==> src/rtl/relay_timing_link.sv <==
// relay_timing_link: SSP/single-wire relay engine with round-trip delay measurement and reporting
module relay_timing_link #(
    parameter int                    DIV_LOG2     = 3,
    parameter int                    SYNC_WIDTH   = 4,
    parameter logic [SYNC_WIDTH-1:0] SYNC_PATTERN = 4'hA,
    parameter int                    WORD_WIDTH   = 8,
    parameter int                    DELAY_WIDTH  = 32,
    parameter int                    GAP_LOG2     = 16
) (
    input  logic       ck_1356meg,
    input  logic       rst_n,
    input  logic [2:0] mod_type,
    input  logic       ssp_dout,
    output logic       ssp_clk,
    output logic       ssp_frame,
    output logic       ssp_din,
    input  logic       data_in,
    output logic       data_out,
    output logic       overflow,
    output logic [1:0] timing_state
);
    localparam int DW = DIV_LOG2 + 1;
    localparam int FW = $clog2(WORD_WIDTH);
    localparam int IW = $clog2(DELAY_WIDTH);
    localparam int GW = GAP_LOG2 + 1;
    localparam logic [DW-1:0] TICK_AT  = DW'(2 ** DIV_LOG2);
    localparam logic [GW-1:0] GAP_LAST = GW'(2 ** GAP_LOG2 - 1);
    localparam logic [FW-1:0] FRM_LAST = FW'(WORD_WIDTH - 1);
    localparam logic [IW-1:0] IDX_LAST = IW'(DELAY_WIDTH - 1);
    localparam logic [2:0] M_MASTER = 3'b000;
    localparam logic [2:0] M_SLAVE  = 3'b001;
    localparam logic [2:0] M_DELAY  = 3'b010;

    typedef enum logic [1:0] {IDLE = 2'b00, TIMING = 2'b01, DONE = 2'b10, REPORT = 2'b11} state_t;

    state_t                 state_q, state_d;
    logic [DW-1:0]          div_q, div_d;
    logic                   sclk_q, sclk_d;
    logic                   din_m_q, din_s_q;
    logic [2:0]             mode_q;
    logic [SYNC_WIDTH-1:0]  tx_q, tx_d, rx_q, rx_d, tx_sh, rx_sh;
    logic [FW-1:0]          frm_q, frm_d;
    logic [WORD_WIDTH-1:0]  wsr_q, wsr_d, osr_q, osr_d, ws_sh;
    logic [GW-1:0]          gap_q, gap_d;
    logic [IW-1:0]          idx_q, idx_d;
    logic [DELAY_WIDTH-1:0] delay_q, delay_d, inc;
    logic                   ovf_q, ovf_d;
    logic                   frame_q, frame_d, sdin_q, sdin_d, dout_q, dout_d;
    logic                   tick, chg;

    assign ssp_clk      = sclk_q;
    assign ssp_frame    = frame_q;
    assign ssp_din      = sdin_q;
    assign data_out     = dout_q;
    assign overflow     = ovf_q;
    assign timing_state = state_q;

    // Next-state logic: divider, mode-change clearing, per-tick mode behaviour and timing FSM
    always_comb begin
        div_d   = div_q + 1'b1;
        sclk_d  = ~div_d[DW-1];
        tick    = div_q == TICK_AT;
        chg     = mod_type != mode_q;
        tx_sh   = {tx_q[SYNC_WIDTH-2:0], ssp_dout};
        rx_sh   = {rx_q[SYNC_WIDTH-2:0], din_s_q};
        ws_sh   = {wsr_q[WORD_WIDTH-2:0], din_s_q};
        inc     = delay_q + 1'b1;
        state_d = state_q;
        tx_d    = tx_q;
        rx_d    = rx_q;
        frm_d   = frm_q;
        wsr_d   = wsr_q;
        osr_d   = osr_q;
        gap_d   = gap_q;
        idx_d   = idx_q;
        delay_d = delay_q;
        ovf_d   = ovf_q;
        frame_d = frame_q;
        sdin_d  = sdin_q;
        dout_d  = dout_q;
        if (state_q == TIMING) begin
            delay_d = inc;
            if (&inc) begin
                ovf_d   = 1'b1;
                state_d = DONE;
            end
        end
        if (chg) begin
            tx_d    = '0;
            rx_d    = '0;
            wsr_d   = '0;
            frm_d   = '0;
            gap_d   = '0;
            frame_d = 1'b0;
            sdin_d  = 1'b0;
            dout_d  = 1'b0;
            if (state_q == REPORT) state_d = DONE;
        end else if (tick) begin
            frame_d = 1'b0;
            sdin_d  = 1'b0;
            dout_d  = 1'b0;
            if (mode_q == M_MASTER) begin
                dout_d  = ssp_dout;
                tx_d    = tx_sh;
                rx_d    = rx_sh;
                frm_d   = (frm_q == FRM_LAST) ? '0 : frm_q + 1'b1;
                frame_d = frm_q == '0;
                if (state_q == IDLE && tx_sh == SYNC_PATTERN) begin
                    state_d = TIMING;
                    delay_d = '0;
                    ovf_d   = 1'b0;
                end else if (state_q == TIMING && rx_sh == SYNC_PATTERN) begin
                    state_d = DONE;
                end
            end
            if (mode_q == M_SLAVE) begin
                dout_d = din_s_q;
                sdin_d = osr_q[WORD_WIDTH-1];
                if (&ws_sh[WORD_WIDTH-1 -: SYNC_WIDTH]) begin
                    frame_d = 1'b1;
                    osr_d   = ws_sh;
                    wsr_d   = '0;
                end else begin
                    wsr_d = ws_sh;
                    osr_d = {osr_q[WORD_WIDTH-2:0], 1'b0};
                end
            end
            if (mode_q == M_DELAY && state_q == DONE) begin
                gap_d = gap_q + 1'b1;
                if (gap_q == GAP_LAST) begin
                    state_d = REPORT;
                    idx_d   = '0;
                end
            end
            if (mode_q == M_DELAY && state_q == REPORT) begin
                sdin_d  = delay_q[IDX_LAST - idx_q];
                frame_d = idx_q == '0;
                idx_d   = idx_q + 1'b1;
                if (idx_q == IDX_LAST) begin
                    state_d = IDLE;
                    gap_d   = '0;
                end
            end
        end
    end

    // State registers with asynchronous clear
    always_ff @(posedge ck_1356meg or negedge rst_n) begin
        if (!rst_n) begin
            state_q <= IDLE;
            div_q   <= '0;
            sclk_q  <= 1'b0;
            din_m_q <= 1'b0;
            din_s_q <= 1'b0;
            mode_q  <= '0;
            tx_q    <= '0;
            rx_q    <= '0;
            frm_q   <= '0;
            wsr_q   <= '0;
            osr_q   <= '0;
            gap_q   <= '0;
            idx_q   <= '0;
            delay_q <= '0;
            ovf_q   <= 1'b0;
            frame_q <= 1'b0;
            sdin_q  <= 1'b0;
            dout_q  <= 1'b0;
        end else begin
            state_q <= state_d;
            div_q   <= div_d;
            sclk_q  <= sclk_d;
            din_m_q <= data_in;
            din_s_q <= din_m_q;
            mode_q  <= mod_type;
            tx_q    <= tx_d;
            rx_q    <= rx_d;
            frm_q   <= frm_d;
            wsr_q   <= wsr_d;
            osr_q   <= osr_d;
            gap_q   <= gap_d;
            idx_q   <= idx_d;
            delay_q <= delay_d;
            ovf_q   <= ovf_d;
            frame_q <= frame_d;
            sdin_q  <= sdin_d;
            dout_q  <= dout_d;
        end
    end
endmodule
==> config.mk <==
export PLATFORM = sky130hd
export DESIGN_NAME = relay_timing_link
export DESIGN_NICKNAME = d
export VERILOG_FILES = /design/src/rtl/relay_timing_link.sv
export SDC_FILE = /design/constraint.sdc
export NUM_CORES = 1
export LEC_CHECK = 0
export ABC_CLOCK_PERIOD_IN_PS = 3700
export CAP_MARGIN = 20
export CORE_MARGIN = 2
export CORE_UTILIZATION = 30
export CTS_CLUSTER_SIZE = 14
export DETAILED_ROUTE_END_ITERATION = 6
export HOLD_SLACK_MARGIN = 0.02
export SYNTH_ARGS = -nofsm -noshare
export SYNTH_HDL_FRONTEND = slang
export SYNTH_SLANG_ARGS = --single-unit
==> constraint.sdc <==
create_clock -name ck_1356meg -period 3.7 [get_ports ck_1356meg]
set_input_delay 0.555 -clock ck_1356meg [delete_from_list [all_inputs] [get_ports ck_1356meg]]
set_output_delay 0.555 -clock ck_1356meg [all_outputs]
set_load 0.05 [all_outputs]
## Word-level counts from Yosys, hierarchy flattened

Cells that the tools add are included.

- Add/subtract/negate cells: 6
- Magnitude comparators: 1
- Equality and inequality tests: 12
- Muxes and demuxes: 62
- Bitwise logic cells: 2
- Reduce and logical (&&, ||, !) cells: 19

Operators with widths:

| cell | number |
|---|---|
| two-way mux 32 bit | 5 |
| two-way mux 17 bit | 5 |
| adder 32 x 1 -> 32 bit (second input constant) | 1 |
| AND reduction 32 bit | 1 |
| two-way mux 3 bit | 10 |
| two-way mux 7 bit | 4 |
| two-way mux 2 bit | 12 |
| two-way mux 1 bit | 21 |
| adder 17 x 1 -> 17 bit (second input constant) | 1 |
| == test 17 x 16 -> 1 bit (second input constant) | 1 |
| two-way mux 5 bit | 3 |
| == test 4 bit (second input constant) | 3 |
| nonzero test 2 bit | 5 |
| two-way mux 8 bit | 1 |
| AND reduction 4 bit | 2 |
| zero test 3 bit | 2 |
| < comparator 5 x 6 -> 1 bit (second input constant) | 1 |
| adder 5 x 1 -> 5 bit (second input constant) | 1 |
| binary-select mux 1 bit (select 5 bit) | 1 |
| == test 5 bit (second input constant) | 1 |
| zero test 5 bit | 1 |
| subtractor 5 bit (first input constant) | 1 |
| adder 4 x 1 -> 4 bit (second input constant) | 1 |
| == test 2 bit (second input constant) | 2 |
| 11 further kinds | 16 |

- Register bits: 94
- Bits of input ports: 7
- Output and inout port bits: 7
- Logic and storage cells: 120

## Longest topological paths before layout

- Depth in word-level cells: 13
- Depth in mapped cells: 9
- Gate-level depth less buffers: 8

## Worst setup path after synthesis

Ideal clock, no wire load.

- Kind: register to register
- Start: reg state_q[0] (netlist: timing_state[0])
- End: reg delay_q[30]
- Setup time: 0.078 ns
- Data arrival time: 2.318 ns
- Data required time: 3.622 ns
- Setup slack: 1.304 ns
- Stages on the path, launching flop included: 8
- Path buffers: 1
- Clock period less this slack: 2.396 ns
- Cells stage by stage: dfrtp_1 -> nor2b_1 -> clkbuf_1 -> nand3_1 -> nor3_1 -> nand4_1 -> or3_1 -> a21oi_1

- Longest elaborated chain between the ends: 6
- Elaborated cells on any way between the ends: 8
- Those cells by class: 1 x eq/ne; 5 x mux; 2 x reduce/logical

RTL lines:

| what | RTL line | text |
|---|---|---|
| start, declared | 36 | `state_t state_q, state_d;` |
| start signal, assigned | 169 | `state_q <= state_d;` |
| == test 2 x 1 -> 1 bit / zero test 2 bit (equally long branches) | 81, 108 |  |
| two-way mux 32 bit / logical AND 1 bit (equally long branches) | 81, 108 |  |
| two-way mux 32 bit | 108 | `if (state_q == IDLE && tx_sh == SYNC_PATTERN) begin` |
| two-way mux 32 bit | 102 | `if (mode_q == M_MASTER) begin` |
| two-way mux 32 bit | 98 | `end else if (tick) begin` |
| two-way mux 32 bit (*) | 88 | `if (chg) begin` |
| via delay_d[30] | 46 | `logic [DELAY_WIDTH-1:0] delay_q, delay_d, inc;` |
| end signal, assigned | 182 | `delay_q <= delay_d;` |
| end, declared | 46 |  |

Mark *: on every way through the listed nets, which the timed path passes. The rest lies on a longest branch.
A chain may end at the register's enable or synchronous reset.

## Worst setup path after layout

- Start: reg delay_q[1]
- End: reg state_q[0] (netlist: timing_state[0])

- Longest elaborated chain between the ends: 13
- Elaborated cells on any way between the ends: 14
- Those cells by class: 1 x add/sub; 12 x mux; 1 x reduce/logical

RTL lines:

| what | RTL line | text |
|---|---|---|
| adder 32 x 1 -> 32 bit (*) | 67 | `inc = delay_q + 1'b1;` |
| AND reduction 32 bit (*) | 83 | `if (&inc) begin` |
| two-way mux 2 bit (*) | 83 |  |
| two-way mux 2 bit (*) | 81 | `if (state_q == TIMING) begin` |
| two-way mux 2 bit | 112 | `end else if (state_q == TIMING && rx_sh == SYNC_PATTERN) begin` |
| two-way mux 2 bit | 108 |  |
| two-way mux 2 bit | 102 |  |
| two-way mux 2 bit | 130 | `if (gap_q == GAP_LAST) begin` |
| two-way mux 2 bit | 128 | `if (mode_q == M_DELAY && state_q == DONE) begin` |
| two-way mux 2 bit | 139 | `if (idx_q == IDX_LAST) begin` |
| two-way mux 2 bit | 135 | `if (mode_q == M_DELAY && state_q == REPORT) begin` |
| two-way mux 2 bit | 98 |  |
| two-way mux 2 bit (*) | 88 |  |
| via state_d[0] | 36 |  |

Marks and branches as above.

==> summary.txt <==
Floorplanning
  • Core area: 17,200 sq um
  • Die height: 136 um
  • Ports: 14
  • Die area: 18,600 sq um
  • Rows: 48
  • Initial Util: 0.305
  • Die X: 136 um

Critical path
  • Reg2reg setup slack: 0.97 ns
  • CP Capture Point: timing_state[0]
  • Worst setup SP type: register
  • CP startpoint: delay_q[1]
  • CP arrival: 2.96 ns
  • CP cell instances: ha_1 > nand4_1 > nor4_1 > xor2_1 > nand3b_1 > or4_4 > o41a_1
  • RR Startpoint: delay_q[1]
  • Worst r2r dst: timing_state[0]
  • CP max stage cell: or4_4
  • R2R cell count: 7
  • Max incr delay on CP: 0.52 ns
  • Critical Path End Type: register
  • Critical path type: reg2reg
  • CP max FO: 8
  • CP required: 3.93 ns

Cells and area
  • Filler Cell Count: 1,779
  • Register area: 2350 sq um
  • Fin cells: 784
  • Diode count: 0
  • Final Core Density: 0.345
  • NumNets Final: 573
  • Layout overhead on the synthesized area: 12.9%
  • Share of cells above drive strength 1: 0.104
  • Multi-input logic area: 2680 sq um

Job
  • Max Cap Violations: 0

Route
  • Routed WL: 11.9 mm
  • Number of DRC markers in iteration 0: 285
  • Top Metal Used: met4
  • Remaining DRCs: 0
  • Met2 WL: 5.57 mm
  • Total number of vias: 4,162
  • Vias per inst: 5.31
  • First-pass iteration count of the detailed router: 5
  • Met3 WL post-DR: 405 um
  • WL met1: 5.85 mm
  • DR WL/cell: 15.2 um
  • Remaining antenna violation count: 0

Clocking
  • CTS Sinks: 94
  • CTS buffer count: 9
  • H-tree levels: 3
  • CTS resizes: 0
  • Clock Latency Late Sink: 0.35 ns
  • CTS clk-pin slew, worst paths: 0.07 ns
  • Setup repair bufs after CTS: 0
  • CTS Root Cell: clkbuf_16
  • Max Root-Sink Buffers: 2
  • Hold-fix buffers, CTS: 0
  • CTS tree: done

Placement
  • Placed insts: 768
  • Final HPWL DP: 8.34 mm
  • GPL Wtd Cong: 0.920
  • Port Buf Inserts: 13

Yosys
  • Syn_area_per_cell: 9.59 sq um
  • Register area share after synthesis: 0.449
  • Synth Area in Simple Gates: 0.243
  • Post-Syn Area: 5240 sq um
  • Syn Inst Count: 547
  • Net count after synthesis: 566
  • Compound-Gate Fraction of Synth Area: 0.120
  • Yosys warnings: 0
  • Post-Synth Adder-Cell Area: 0.0286
  • Ys flop type: dfrtp_1
  • Post-synthesis mux area share: 0.0515
  • Unique cell type count in the Yosys netlist: 70
  • XOR/XNOR share of the synthesized area: 0.0682
  • Number of flops mapped to enable cells by yosys: 0
  • Post-synthesis async set-or-reset flop share: 1.00
  • Largest family of logic cells by synthesized area: simple AND/OR/NAND/NOR gates
  • FF+latch count, synth: 94

Global route
  • Gr ovfl total: 0
  • Global-route wire length before repair: 20.0 mm
  • Initial antenna violation count: 0
  • GRT Resource Usage Total: 0.135
  • Largest net degree at the start of global routing: 47
  • Vias in the first global route: 3,917

STA
  • Fin. max-slew vios: 0
  • Clock skew: 0.00927 ns
  • RSZ-0062 raised after global routing: false
  • TNS Setup: 0 ns
  • Max Fclk: 367 MHz
  • Tightest Pin Transition: 0.721 ns
  • Hold Violations, Final: 0
  • Slew HR: 0.516
  • Final min period: 2.73 ns
  • Setup violators final: 0
  • Period utilization: 0.737

Worst hold path
  • Min-Delay Path Class: in2async

Power
  • Pwr dens: 364 nW/um^2
  • Max IR drop VDD: 0.000211 V
  • Leakage power: 0.00238 uW

Outcome
  • Status: finished clean
==> synthesized netlist by cell type, drive strengths merged, types with 9 or more instances <==
cell	count	area [sq um]
buf	11	73.8
ha	12	150
a21oi	23	115
dfrtp	94	2350
nand2	63	239
nand3	26	160
a22o	9	78.8
mux4	10	229
xnor2	16	148
nor3	14	75.1
xor2	24	210
nor2	68	258
inv	17	63.8
nand4	16	100
nor4	13	106
o21ai	29	145
clkbuf	16	70.1
==> how the worst min path moves through the flow <==
stage / from / endpoint
2_1_floorplan: rst_n / data_out
3_5_place_dp: din_m_q / din_s_q
4_1_cts: rst_n / delay_q[26]
6_report: rst_n / delay_q[6]
3_3_place_gp: din_m_q / din_s_q
5_1_grt: rst_n / delay_q[6]
==> worst max-delay path, delay by kind of cell, from the launching register on <==
| kind | cells | cell delay [ns] |
|---|---|---|
| AOI/OAI and AO/OA | 1 | 0.32 |
| xor gates and xnor gates | 1 | 0.18 |
| adders and majority gates | 1 | 0.30 |
| DFF | 1 | 0.46 |
| and+or+nand+nor | 4 | 1.34 |
==> routing by layer <==
layer,up-vias,track usage
met5,-,0
met4,0,0.0359
met3,12,0.0347
met2,80,0.208
met1,2094,0.188
li1,1976,-
==> power breakdown <==
group / internal [uW] / total [uW] / switching, uW / leakage [uW]
Combinational: 19.5 / 62.9 / 43.5 / 0.00111
Clock: 610 / 1050 / 437 / 0.000166
Sequential: 1040 / 1050 / 8.48 / 0.00111
Total: 1670 / 2160 / 489 / 0.00238
==> kinds of logic (layout without fill, tap and decap cells) <==
kind of cell / Yosys count / count (layout)
and+or+nand+nor: 245 / 245
DFF: 94 / 94
xor gates and xnor gates: 40 / 40
AOI/OAI and AO/OA: 98 / 98
adders and majority gates: 12 / 12
buffers and inverters: 44 / 56
muxes: 14 / 14
==> cell usage in the layout (no fill, tap or decap), types with 6 or more instances in the layout <==
cell	instances
xor2_1	24
ha_1	12
clkbuf_16	9
nand4_1	16
nor4_1	9
a21oi_1	23
dfrtp_1	94
buf_4	11
nor3_1	13
nand3_1	23
and3_1	6
or3_1	6
nor2_1	67
xnor2_1	15
a22o_1	9
inv_1	17
clkdlybuf4s50_1	12
o21ai_0	28
mux4_2	9
nand2_1	62
==> state kept, by name (all words and copies together) (netlist names), 2 cells and up <==
register / count
delay_q: 32
gap_q: 17
osr_q: 8
wsr_q: 7
idx_q: 5
div_q: 4
frm_q: 3
mode_q: 3
rx_q: 3
tx_q: 3
timing_state: 2
==> metrics by stage <==
| stage | worst slack (ns) | area (sq um) | total power (uW) | hold WS, ns |
|---|---|---|---|---|
| after floorplan | 1.30 | 5240 | 1090 | 0.259 |
| final | 0.974 | 5920 | 2160 | 0.220 |
| after detailed placement | 0.865 | 5580 | 1130 | 0.338 |
| after global placement | 0.929 | 5580 | 1130 | 0.340 |
| after CTS | 1.01 | 5920 | 2190 | 0.231 |
| after global routing | 0.781 | 5920 | 2240 | 0.260 |
==> layout make-up <==
| type | count | share of cell area |
|---|---|---|
| clock buffers | 9 | 0.0380 |
| clock inverters | 7 | 0.0188 |
| inverters | 17 | 0.0108 |
| multi-input cells | 409 | 0.453 |
| flip-flops and latches | 94 | 0.397 |
| well taps | 225 | 0.0475 |
| repair buffers | 23 | 0.0342 |
Note: power is estimated with default switching activity, not from simulation.
